$ cat config.mk
export PLATFORM = sky130hd
export DESIGN_NAME = fetch_stage
export DESIGN_NICKNAME = d
export VERILOG_FILES = /design/src/rtl/fetch_stage.sv
export SDC_FILE = /design/constraint.sdc
export NUM_CORES = 1
export LEC_CHECK = 0
export ABC_AREA = 0
export CAP_MARGIN = 20
export CORE_MARGIN = 8
export CORE_UTILIZATION = 36
export CTS_CLUSTER_SIZE = 30
export DETAILED_ROUTE_END_ITERATION = 8
export GPL_ROUTABILITY_DRIVEN = 1
export PLACE_DENSITY = 0.66
export SETUP_SLACK_MARGIN = 0.3
export SLEW_MARGIN = 20
export SYNTH_ARGS = -nofsm -noshare
export SYNTH_HDL_FRONTEND = slang
export SYNTH_SLANG_ARGS = --single-unit
$ cat constraint.sdc
create_clock -name clk -period 3.7 [get_ports clk]
set_input_delay 0.37 -clock clk [delete_from_list [all_inputs] [get_ports clk]]
set_output_delay 0.37 -clock clk [all_outputs]
set_load 0.005 [all_outputs]
$ cat src/rtl/fetch_stage.sv
// fetch_stage
// Instruction fetch stage and IF/ID pipeline register for the 16-bit processor.
// Owns the PC. Issues requests to instruction memory over a req/rdy handshake.
// Latches each fetched word together with its PC+2 into IF/ID.
//
// Parameters:
//   RESET_PC    PC value loaded on reset
//   IMEM_AW     instruction address width (byte address, always even)
//
// Ports:
//   clk         system clock, rising edge
//   rst_n       asynchronous active-low reset
//   stall       hazard unit: hold PC and IF/ID
//   flush       taken branch: redirect PC to br_target, squash IF/ID
//   br_target   redirect address (bit 0 ignored)
//   imem_req    fetch request
//   imem_addr   fetch address (the PC)
//   imem_rdata  instruction word, valid when imem_req && imem_rdy
//   imem_rdy    memory accepts the request and returns data this cycle
//   if_id_instr latched instruction
//   if_id_pc2   latched PC+2
//   if_id_valid IF/ID holds a real instruction
//   halted      HLT (opcode 4'hF) fetched; fetch frozen until flush or reset
//
// Optional feature (macro FETCH_PERF_EN):
//   perf_fetch_cnt  saturating count of accepted fetches (flushed ones included)
//   perf_wait_cnt   saturating count of cycles spent in WAIT

module fetch_stage #(
    parameter logic [15:0] RESET_PC = 16'h0000,
    parameter int          IMEM_AW  = 16
) (
    input  logic               clk,
    input  logic               rst_n,
    input  logic               stall,
    input  logic               flush,
    input  logic [15:0]        br_target,
    output logic               imem_req,
    output logic [IMEM_AW-1:0] imem_addr,
    input  logic [15:0]        imem_rdata,
    input  logic               imem_rdy,
    output logic [15:0]        if_id_instr,
    output logic [15:0]        if_id_pc2,
    output logic               if_id_valid,
    output logic               halted
`ifdef FETCH_PERF_EN
    ,
    output logic [15:0]        perf_fetch_cnt,
    output logic [15:0]        perf_wait_cnt
`endif
);

    typedef enum logic [1:0] {
        FETCH = 2'd0,
        WAIT  = 2'd1,
        HALT  = 2'd2
    } state_t;

    state_t      state;
    state_t      state_next;
    logic [15:0] pc;
    logic [15:0] pc_plus2;
    logic [15:0] target_even;
    logic        started;
    logic        accept;
    logic        is_hlt;
    logic        hold_valid;
    logic [15:0] hold_instr;
    logic [15:0] hold_pc2;
    logic        br_target_unused;

    assign pc_plus2         = pc + 16'd2;
    assign target_even      = {br_target[15:1], 1'b0};
    assign br_target_unused = br_target[0];
    assign is_hlt           = (imem_rdata[15:12] == 4'hF);
    assign imem_addr        = IMEM_AW'(pc);
    assign halted           = (state == HALT);

    // A data beat arriving in a flush cycle belongs to the squashed path.
    assign accept = imem_req && imem_rdy && !flush;

    // State register.
    always_ff @(posedge clk or negedge rst_n) begin
        if (!rst_n) begin
            state <= FETCH;
        end else begin
            state <= state_next;
        end
    end

    // Next-state and request logic.
    // 'started' keeps the request low during reset and the first cycle after it.
    // A full hold buffer must drain into IF/ID before another fetch may start.
    always_comb begin
        state_next = state;
        imem_req   = 1'b0;

        case (state)
            FETCH: begin
                imem_req = started && !stall && !hold_valid;
                if (imem_req && imem_rdy) begin
                    state_next = is_hlt ? HALT : FETCH;
                end else if (imem_req) begin
                    state_next = WAIT;
                end
            end
            WAIT: begin
                imem_req = 1'b1;
                if (imem_rdy) begin
                    state_next = is_hlt ? HALT : FETCH;
                end
            end
            HALT: begin
                imem_req = 1'b0;
            end
            default: begin
                state_next = FETCH;
            end
        endcase

        if (flush) begin
            state_next = FETCH;
        end
    end

    // PC, IF/ID register and the one-entry hold buffer.
    // A word accepted while stalled is parked in the hold buffer. It moves to
    // IF/ID on the first non-stalled edge, before any new fetch is issued.
    always_ff @(posedge clk or negedge rst_n) begin
        if (!rst_n) begin
            started     <= 1'b0;
            pc          <= RESET_PC;
            if_id_instr <= 16'h0000;
            if_id_pc2   <= 16'h0000;
            if_id_valid <= 1'b0;
            hold_valid  <= 1'b0;
            hold_instr  <= 16'h0000;
            hold_pc2    <= 16'h0000;
        end else begin
            started <= 1'b1;
            if (flush) begin
                pc          <= target_even;
                if_id_valid <= 1'b0;
                hold_valid  <= 1'b0;
            end else begin
                // HLT leaves the PC pointing at itself.
                if (accept && !is_hlt) begin
                    pc <= pc_plus2;
                end

                if (stall) begin
                    if (accept) begin
                        hold_valid <= 1'b1;
                        hold_instr <= imem_rdata;
                        hold_pc2   <= pc_plus2;
                    end
                end else if (hold_valid) begin
                    if_id_instr <= hold_instr;
                    if_id_pc2   <= hold_pc2;
                    if_id_valid <= 1'b1;
                    hold_valid  <= 1'b0;
                end else if (accept) begin
                    if_id_instr <= imem_rdata;
                    if_id_pc2   <= pc_plus2;
                    if_id_valid <= 1'b1;
                end else begin
                    if_id_valid <= 1'b0;
                end
            end
        end
    end

`ifdef FETCH_PERF_EN
    // Saturating performance counters. Handshakes in a flush cycle still count
    // as fetches, since the memory did complete them.
    always_ff @(posedge clk or negedge rst_n) begin
        if (!rst_n) begin
            perf_fetch_cnt <= 16'h0000;
            perf_wait_cnt  <= 16'h0000;
        end else begin
            if (imem_req && imem_rdy && (perf_fetch_cnt != 16'hFFFF)) begin
                perf_fetch_cnt <= perf_fetch_cnt + 16'd1;
            end
            if ((state == WAIT) && (perf_wait_cnt != 16'hFFFF)) begin
                perf_wait_cnt <= perf_wait_cnt + 16'd1;
            end
        end
    end
`endif

endmodule

* Word-level counts from Yosys, hierarchy flattened
Index checks and enable logic that the tools add are counted.
** Cells by class
- $add $sub $neg :: 1
- Eq/ne operators :: 8
- Mux-type cells :: 20
- Bitwise operators :: 2
- Reduce and logical (&&, ||, !) cells :: 16
** Operators with widths (count)
- 16-bit two-way mux :: 6
- 16-bit by 2-bit adder with 16-bit output, second input constant :: 1
- 2-bit two-way mux :: 5
- 3-bit AND reduction :: 3
- 1-bit two-way mux :: 7
- 1-bit logical AND :: 6
- 2-bit case mux with 3 select lines :: 1
- 4-bit equality test, second input constant :: 1
- 1-bit zero test :: 4
- 4-bit inequality test, second input constant :: 1
- 2-bit nonzero test :: 2
- 3-bit by 1-bit inequality test with 1-bit output, second input constant :: 1
- 3-bit inequality test, second input constant :: 1
- 2-bit by 1-bit equality test with 1-bit output, second input constant :: 1
- 2-bit equality test, second input constant :: 1
- 2-bit zero test :: 1
- 2-bit by 1-bit inequality test with 1-bit output, second input constant :: 1
- 2-bit inequality test, second input constant :: 1
- 1-bit inverter :: 2
- 1-bit case mux with 2 select lines :: 1
** Word-level totals
- Flip-flop bits (word level) :: 85
- Bits of input ports :: 37
- Word-level logic and storage cells :: 56

* Logic depth before layout (Yosys ltp)
Gate-level depths: netlist of the first run.
- Depth after elaboration :: 10
- Gate-level depth with buffers :: 7

* Least setup slack after synthesis of the first run
No wires, ideal clock.
- Kind :: register -> register
- From :: register hold_valid
- To :: register hold_instr[10]
- Setup time :: 0.127 ns
- Arrival time :: 1.622 ns
- Data required time :: 3.573 ns
- Setup slack :: 1.950 ns
- Stages on the path, launching flop included :: 7
- Path buffers :: 2
- Period minus slack after synthesis :: 1.750 ns
- Cell sequence :: dfrtp_1 buf_2 nor3b_2 o21bai_1 nor3_4 buf_6 mux2_1
** On the way
- Longest elaborated chain between the ends :: 6
** RTL lines
- from (decl) :: line 67 : logic hold_valid;
- from (signal assigned) :: line 136 : hold_valid <= 1'b0;
- from (signal assigned) :: line 144 : hold_valid <= 1'b0;
- from (signal assigned) :: line 153 : hold_valid <= 1'b1;
- 1-bit zero test :: line 100 : imem_req = started && !stall && !hold_valid;
- 1-bit logical AND :: line 100
- 1-bit case mux with 2 select lines :: line 98 : case (state)
- 1-bit logical AND (2 in series) :: line 80 : assign accept = imem_req && imem_rdy && !flush;
- 3-bit AND reduction (no line)
- to (signal assigned) :: line 154 : hold_instr <= imem_rdata;
- to (decl) :: line 68 : logic [15:0] hold_instr;
No other way between the ends.
A chain may end at the register's enable or synchronous reset.

* Worst setup path after layout of the first run
- From :: register hold_valid
- To :: output imem_req
** On the way
- Longest elaborated chain between the ends :: 3
** RTL lines
- 1-bit zero test :: line 100
- 1-bit logical AND :: line 100
- 1-bit case mux with 2 select lines :: line 98
- to (decl) :: line 38 : output logic imem_req,
No other way between the ends.

==> impl_metrics.yaml, run 1 <==
status:
  status: "complete, no violations"
synth:
  synth_edf_count: 0
  synthCells: 367
  synth_area_mm2: 0.00383
  synthArstFlopShare: 1.00
  synth_cell_types: 42
  synth_seq_area_share: 0.536
  ys.flop_type: "dfrtp_1"
  synth-seq-cells: 82
  yosysWarningCount: 0
  syn_area_per_cell_um2: 10.4
floorplan:
  die_x_um: 119
  initial_core_util: 0.371
  die_h_um: 119
  die_area_mm2: 0.0142
  coreArea_mm2: 0.0103
  rows: 37
  ios: 88
global_route:
  grt_pass1_wl_mm: 14.4
  antenna_found_initial: 0
  grt_max_degree: 83
  track_usage: 0.123
  overflow: 0
  grt_pass1_vias: 2887
finish:
  areaGrowthSynthToFinish_pct: 30.2
  final_nets: 483
  diodes: 0
  nFillCells: 966
  postLayoutCellArea_mm2: 0.00499
  layout-drive-gt1-share: 0.0800
power_and_ir_drop:
  power.density_mw_per_mm2: 501
  p_leak_nw: 2.07
  ir_drop_v: 0.000239
placed_design:
  gp_congestion: 0.738
  post_dp_cell_area_mm2: 0.00476
  post-dp-hpwl_mm: 6.14
  portBuffers: 84
sta:
  slew_viol_final: 0
  maxSlewHeadroom: 0.504
  tightest_slew_ns: 0.743
  fin_crit_ns: 2.55
  hold_viol: 0
  rsz0062_at_grt: "no"
  skew_ns: 0.0111
  period_share: 0.690
  fmax_ghz: 0.392
  tns_ns: 0
  setup-violations-final: 0
cts:
  cts_root_buf: "clkbuf_8"
  cts_buffer_depth: 2
  cts_num_sinks: 82
  cts_setup_buffers: 0
  postCtsHoldBufs: 0
  post_cts_resized: 0
  cts_buffers: 9
  htreeDepth: 3
  clk_latency_ns: 0.34
  clk_pin_slew_ns: 0.08
  cts_tree: "done"
run:
  cap_violations: 0
setup_path:
  critPathLaunchType: "flop"
  startpoint: "hold_valid$_DFFE_PN0P_"
  r2r_cells: 4
  path_class: "flop to output pin"
  r2r-end: "if_id_instr[9]$_DFFE_PN0P_"
  required_ns: 3.33
  path_max_fanout: 20
  critPathArrivalTime_ns: 2.18
  reg2reg_from: "hold_valid$_DFFE_PN0P_"
  end_kind: "output pin"
  worst-r2r-setup-slack_ns: 1.29
route:
  viasPerCell: 4.75
  antenna_left: 0
  dr.first_iter.drc_count: 180
  wl_per_cell_um: 14.6
  drt-pass1-iter-count: 4
  vias: 2786
  drc: 0
  drt_wl_total_mm: 8.57
min_path:
  hold_path_class: "primary input to asynchronous set/reset pin"
worst max path at each step:
stage                                       to  slack (ns)  cells past startpoint
global route                          imem_req        0.96                      4
detailed placement  if_id_instr[9]$_DFFE_PN0P_        1.15                      6
floorplan           hold_instr[10]$_DFFE_PN0P_        1.95                      6
CTS                                   imem_req        1.11                      4
finish                                imem_req        1.15                      4
global placement    if_id_instr[8]$_DFFE_PN0P_        1.23                      6
through the flow:
step | utilization | hold slack [ns] | setup slack (ns) | std cells | total power, W
after floorplan | - | 0.0744 | 1.95 | 368 | 0.00146
after global placement | 0.461 | 0.459 | 1.23 | 570 | 0.00180
after detailed placement | 0.461 | 0.470 | 1.15 | 570 | 0.00182
after CTS | 0.483 | 0.243 | 1.11 | 586 | 0.00254
after global routing | 0.483 | 0.110 | 0.962 | 586 | 0.00265
final | 0.483 | 0.0665 | 1.15 | 586 | 0.00250
worst max-delay path, cell delays in order, from the launching register on:
cell	delay, ns
dfrtp_1	0.76
nor3b_2	0.12
o21bai_1	0.36
inv_1	0.11
clkdlybuf4s50_1	0.48
area by class of cell:
class,instances,area [um^2],share of cell area
inverters,6,22.5,0.00452
clock inverters,4,75.1,0.0151
flip-flops and latches,82,2050,0.411
repair buffers,90,887,0.178
clock buffers,12,145,0.0291
well taps,136,170,0.0341
multi-input cells,256,1640,0.328
cells in the final DEF, fill, tap and decap left out, types with 3 or more instances in the layout:
cell,instances
a211oi_1,5
a21o_1,5
a21oi_1,22
and3_1,3
buf_4,6
clkbuf_8,10
clkdlybuf4s50_1,83
conb_1,3
dfrtp_1,82
inv_1,6
mux2_1,14
mux2_2,4
mux2i_1,20
nand2_1,51
nand3_1,5
nand4_1,3
nor2_1,27
nor2b_1,5
nor4_2,3
o21ai_0,36
o31ai_1,3
xnor2_1,14
xor2_1,13
report_power, final:
part	internal, W	total (W)	switching, W
clock	0.000399	0.000708	0.000309
sequential	0.00110	0.00122	0.000126
combinational	0.000344	0.000565	0.000221
sequential cells by signal (all words and copies together), names as in the netlist:
register,cells
if_id_valid,1
hold_pc2,15
if_id_instr,16
hold_instr,16
hold_valid,1
if_id_pc2,15
imem_addr,15
state,2
started,1
cells in the mapped netlist, types with 2 or more instances:
library cell,n,area share
a211oi_1,5,0.0098
a21o_1,5,0.0098
a21oi_1,22,0.029
and3_1,3,0.0049
buf_1,2,0.0020
buf_2,5,0.0065
buf_4,4,0.0078
buf_6,2,0.0059
clkbuf_1,11,0.011
conb_1,2,0.0020
dfrtp_1,82,0.54
inv_1,6,0.0059
mux2_1,14,0.041
mux2_2,4,0.012
mux2i_1,20,0.052
nand2_1,51,0.050
nand3_1,5,0.0065
nand3_2,2,0.0052
nand4_1,3,0.0049
nor2_1,27,0.026
nor2b_1,5,0.0082
nor3_1,2,0.0026
nor4_2,3,0.0098
o21ai_0,36,0.047
o21ai_1,2,0.0026
o31ai_1,3,0.0059
xnor2_1,14,0.032
xor2_1,13,0.030
layer usage:
metal	routed length, um	part of all wire	global-route usage
met5	0	0	0
met4	83	0.0097	0.0332
met3	616	0.072	0.0487
met2	3730	0.44	0.187
met1	4140	0.48	0.160
kinds of logic (layout without fill, tap and decap cells):
family                   Yosys count  in the layout  share of synthesized area
AO/OA/AOI/OAI                     78             78                      0.115
flip-flops                        82             82                      0.536
AND/OR/NAND/NOR                  109            109                      0.139
multiplexers                      38             38                      0.105
adder cells (fa/ha/maj)            1              1                    0.00327
XOR/XNOR                          27             27                     0.0617
other                              2              3                    0.00196
buffers and inverters             30            112                     0.0389
Note: power is estimated with default switching activity, not from simulation.
==> inputs of run 2 (changes only) <==
- clock period: 3.7 -> 2.5 ns (I/O delays scaled with it)
==> run 2 against run 1 <==
Compared with the run above: first-iteration DRC count is 24% higher; largest power group unchanged; highest routed layer unchanged; die area stayed put; largest cell class unchanged; hold slack better by 0.38 ns; cell area is 1.7% higher; non-clock buffer count is 5 higher; clock skew is 0.0044 ns lower; via count is 1.1% higher; register-to-register slack worse by 0.68 ns.
==> impl_metrics.yaml, run 2 (synthesis results as in run 1) <==
power_and_ir_drop:
  ir_drop_v: 0.000290
  power.density_mw_per_mm2: 756
  p_leak_nw: 2.11
  total_power_w: 0.00383
cts:
  cts_buffer_depth: 2
  cts_tree: "done"
  htreeDepth: 3
  cts_buffers: 9
  clk_pin_slew_ns: 0.08
  cts_num_sinks: 82
  cts_setup_buffers: 0
  cts_root_buf: "clkbuf_8"
  clk_latency_ns: 0.36
sta:
  period_share: 0.822
  fin_crit_ns: 2.05
  tns_ns: 0
  skew_ns: 0.00670
  rsz0062_at_grt: "no"
  setup-violations-final: 0
  fmax_ghz: 0.487
  slew_viol_final: 0
  hold_viol: 0
run:
  cap_violations: 0
global_route:
  grt_pass1_vias: 2826
  track_usage: 0.126
  overflow: 0
  antenna_found_initial: 0
  grt_pass1_wl_mm: 14.5
  grt_max_degree: 83
route:
  antenna_left: 0
  wl_per_cell_um: 14.6
  viasPerCell: 4.77
  drc: 0
  drt-pass1-iter-count: 4
  vias: 2818
  dr.first_iter.drc_count: 224
  drt_wl_total_mm: 8.65
floorplan:
  die_x_um: 119
  ios: 88
  rows: 37
  coreArea_mm2: 0.0103
  die_h_um: 119
  initial_core_util: 0.371
  die_area_mm2: 0.0142
placed_design:
  portBuffers: 84
  dpl.cell_count: 574
  gp_congestion: 0.773
  post-dp-hpwl_mm: 6.20
finish:
  layout_commonest_cell: "clkdlybuf4s50_1"
  reg.largest.list: "hold_instr (16), if_id_instr (16)"
  layout-drive-gt1-share: 0.0945
  mostFrequentLayoutCells: "clkdlybuf4s50_1 (83), dfrtp_1 (82), nand2_1 (51), o21ai_0 (36), nor2_1 (27)"
  areaGrowthSynthToFinish_pct: 32.4
  diodes: 0
  final_nets: 488
  final_cells: 591
setup_path:
  path_max_fanout: 8
  path_class: "primary input to output pin"
  required_ns: 2.25
  critPathLaunchType: "primary input"
  critPathArrivalTime_ns: 1.80
  end_kind: "output pin"
  r2r_cells: 5
min_path:
  min_path_cells: 3
  hold_path_class: "primary input to flop"
status:
  status: "complete, no violations"
[run 2: worst paths after layout]
path / start / to / slack [ns]
setup / recovery: stall / imem_req / 0.45
hold / removal: br_target[11] / imem_addr[11]$_DFFE_PN0P_ / 0.45
setup reg to reg: imem_addr[1]$_DFFE_PN0P_ / hold_pc2[15]$_DFFE_PN0P_ / 0.61
hold reg to reg: if_id_instr[6]$_DFFE_PN0P_ / if_id_instr[6]$_DFFE_PN0P_ / 0.48
max in group asynchronous: rst_n / if_id_pc2[11]$_DFFE_PN0P_ / 1.68
min in group asynchronous: rst_n / if_id_instr[1]$_DFFE_PN0P_ / 0.47
[run 2: worst max-delay path: stages]
cell and delay [ns]:
clkdlybuf4s50_1 0.56, nor3b_2 0.28, o21bai_2 0.12, inv_1 0.09, clkdlybuf4s50_1 0.50
[run 2: timing repair]
| item | CTS | global route |
|---|---|---|
| hold buffers | 1 | 0 |
| hold endpoints to repair | 82 | 0 |
| setup endpoints to repair | 0 | 1 |
| gates resized for setup | 0 | 1 |
[run 2: metal layers]
metal	track usage	vias up	wire [um]
met4	0.0395	0	66
li1	-	1419	-
met5	0	-	0
met2	0.187	77	3760
met1	0.165	1315	4200
met3	0.0524	7	621
[run 2: through the flow]
step | setup WS (ns) | hold slack [ns] | utilization | area [um^2]
floorplan | 0.750 | -0.0456 | - | 3830
global placement | 0.295 | 0.317 | 0.466 | 4810
detailed placement | 0.216 | 0.320 | 0.466 | 4810
CTS | 0.350 | 0.426 | 0.491 | 5070
global route | 0.339 | 0.444 | 0.491 | 5070
finish | 0.445 | 0.447 | 0.491 | 5070
[run 2: cell type report]
class                   count  area, um^2
clock buffers              10         138
multi-input cells         256        1640
fillers                   942        5250
repair buffers             95         936
flip-flops and latches     82        2050
well taps                 136         170
clock inverters             6         114
inverters                   6        22.5
[run 2: power by group]
| group | internal (W) | leakage, nW | switching, W |
|---|---|---|---|
| sequential | 0.00163 | 1.01 | 0.000184 |
| clock | 0.000692 | 0.119 | 0.000490 |
| combinational | 0.000515 | 0.983 | 0.000327 |
| total | 0.00283 | 2.11 | 0.00100 |
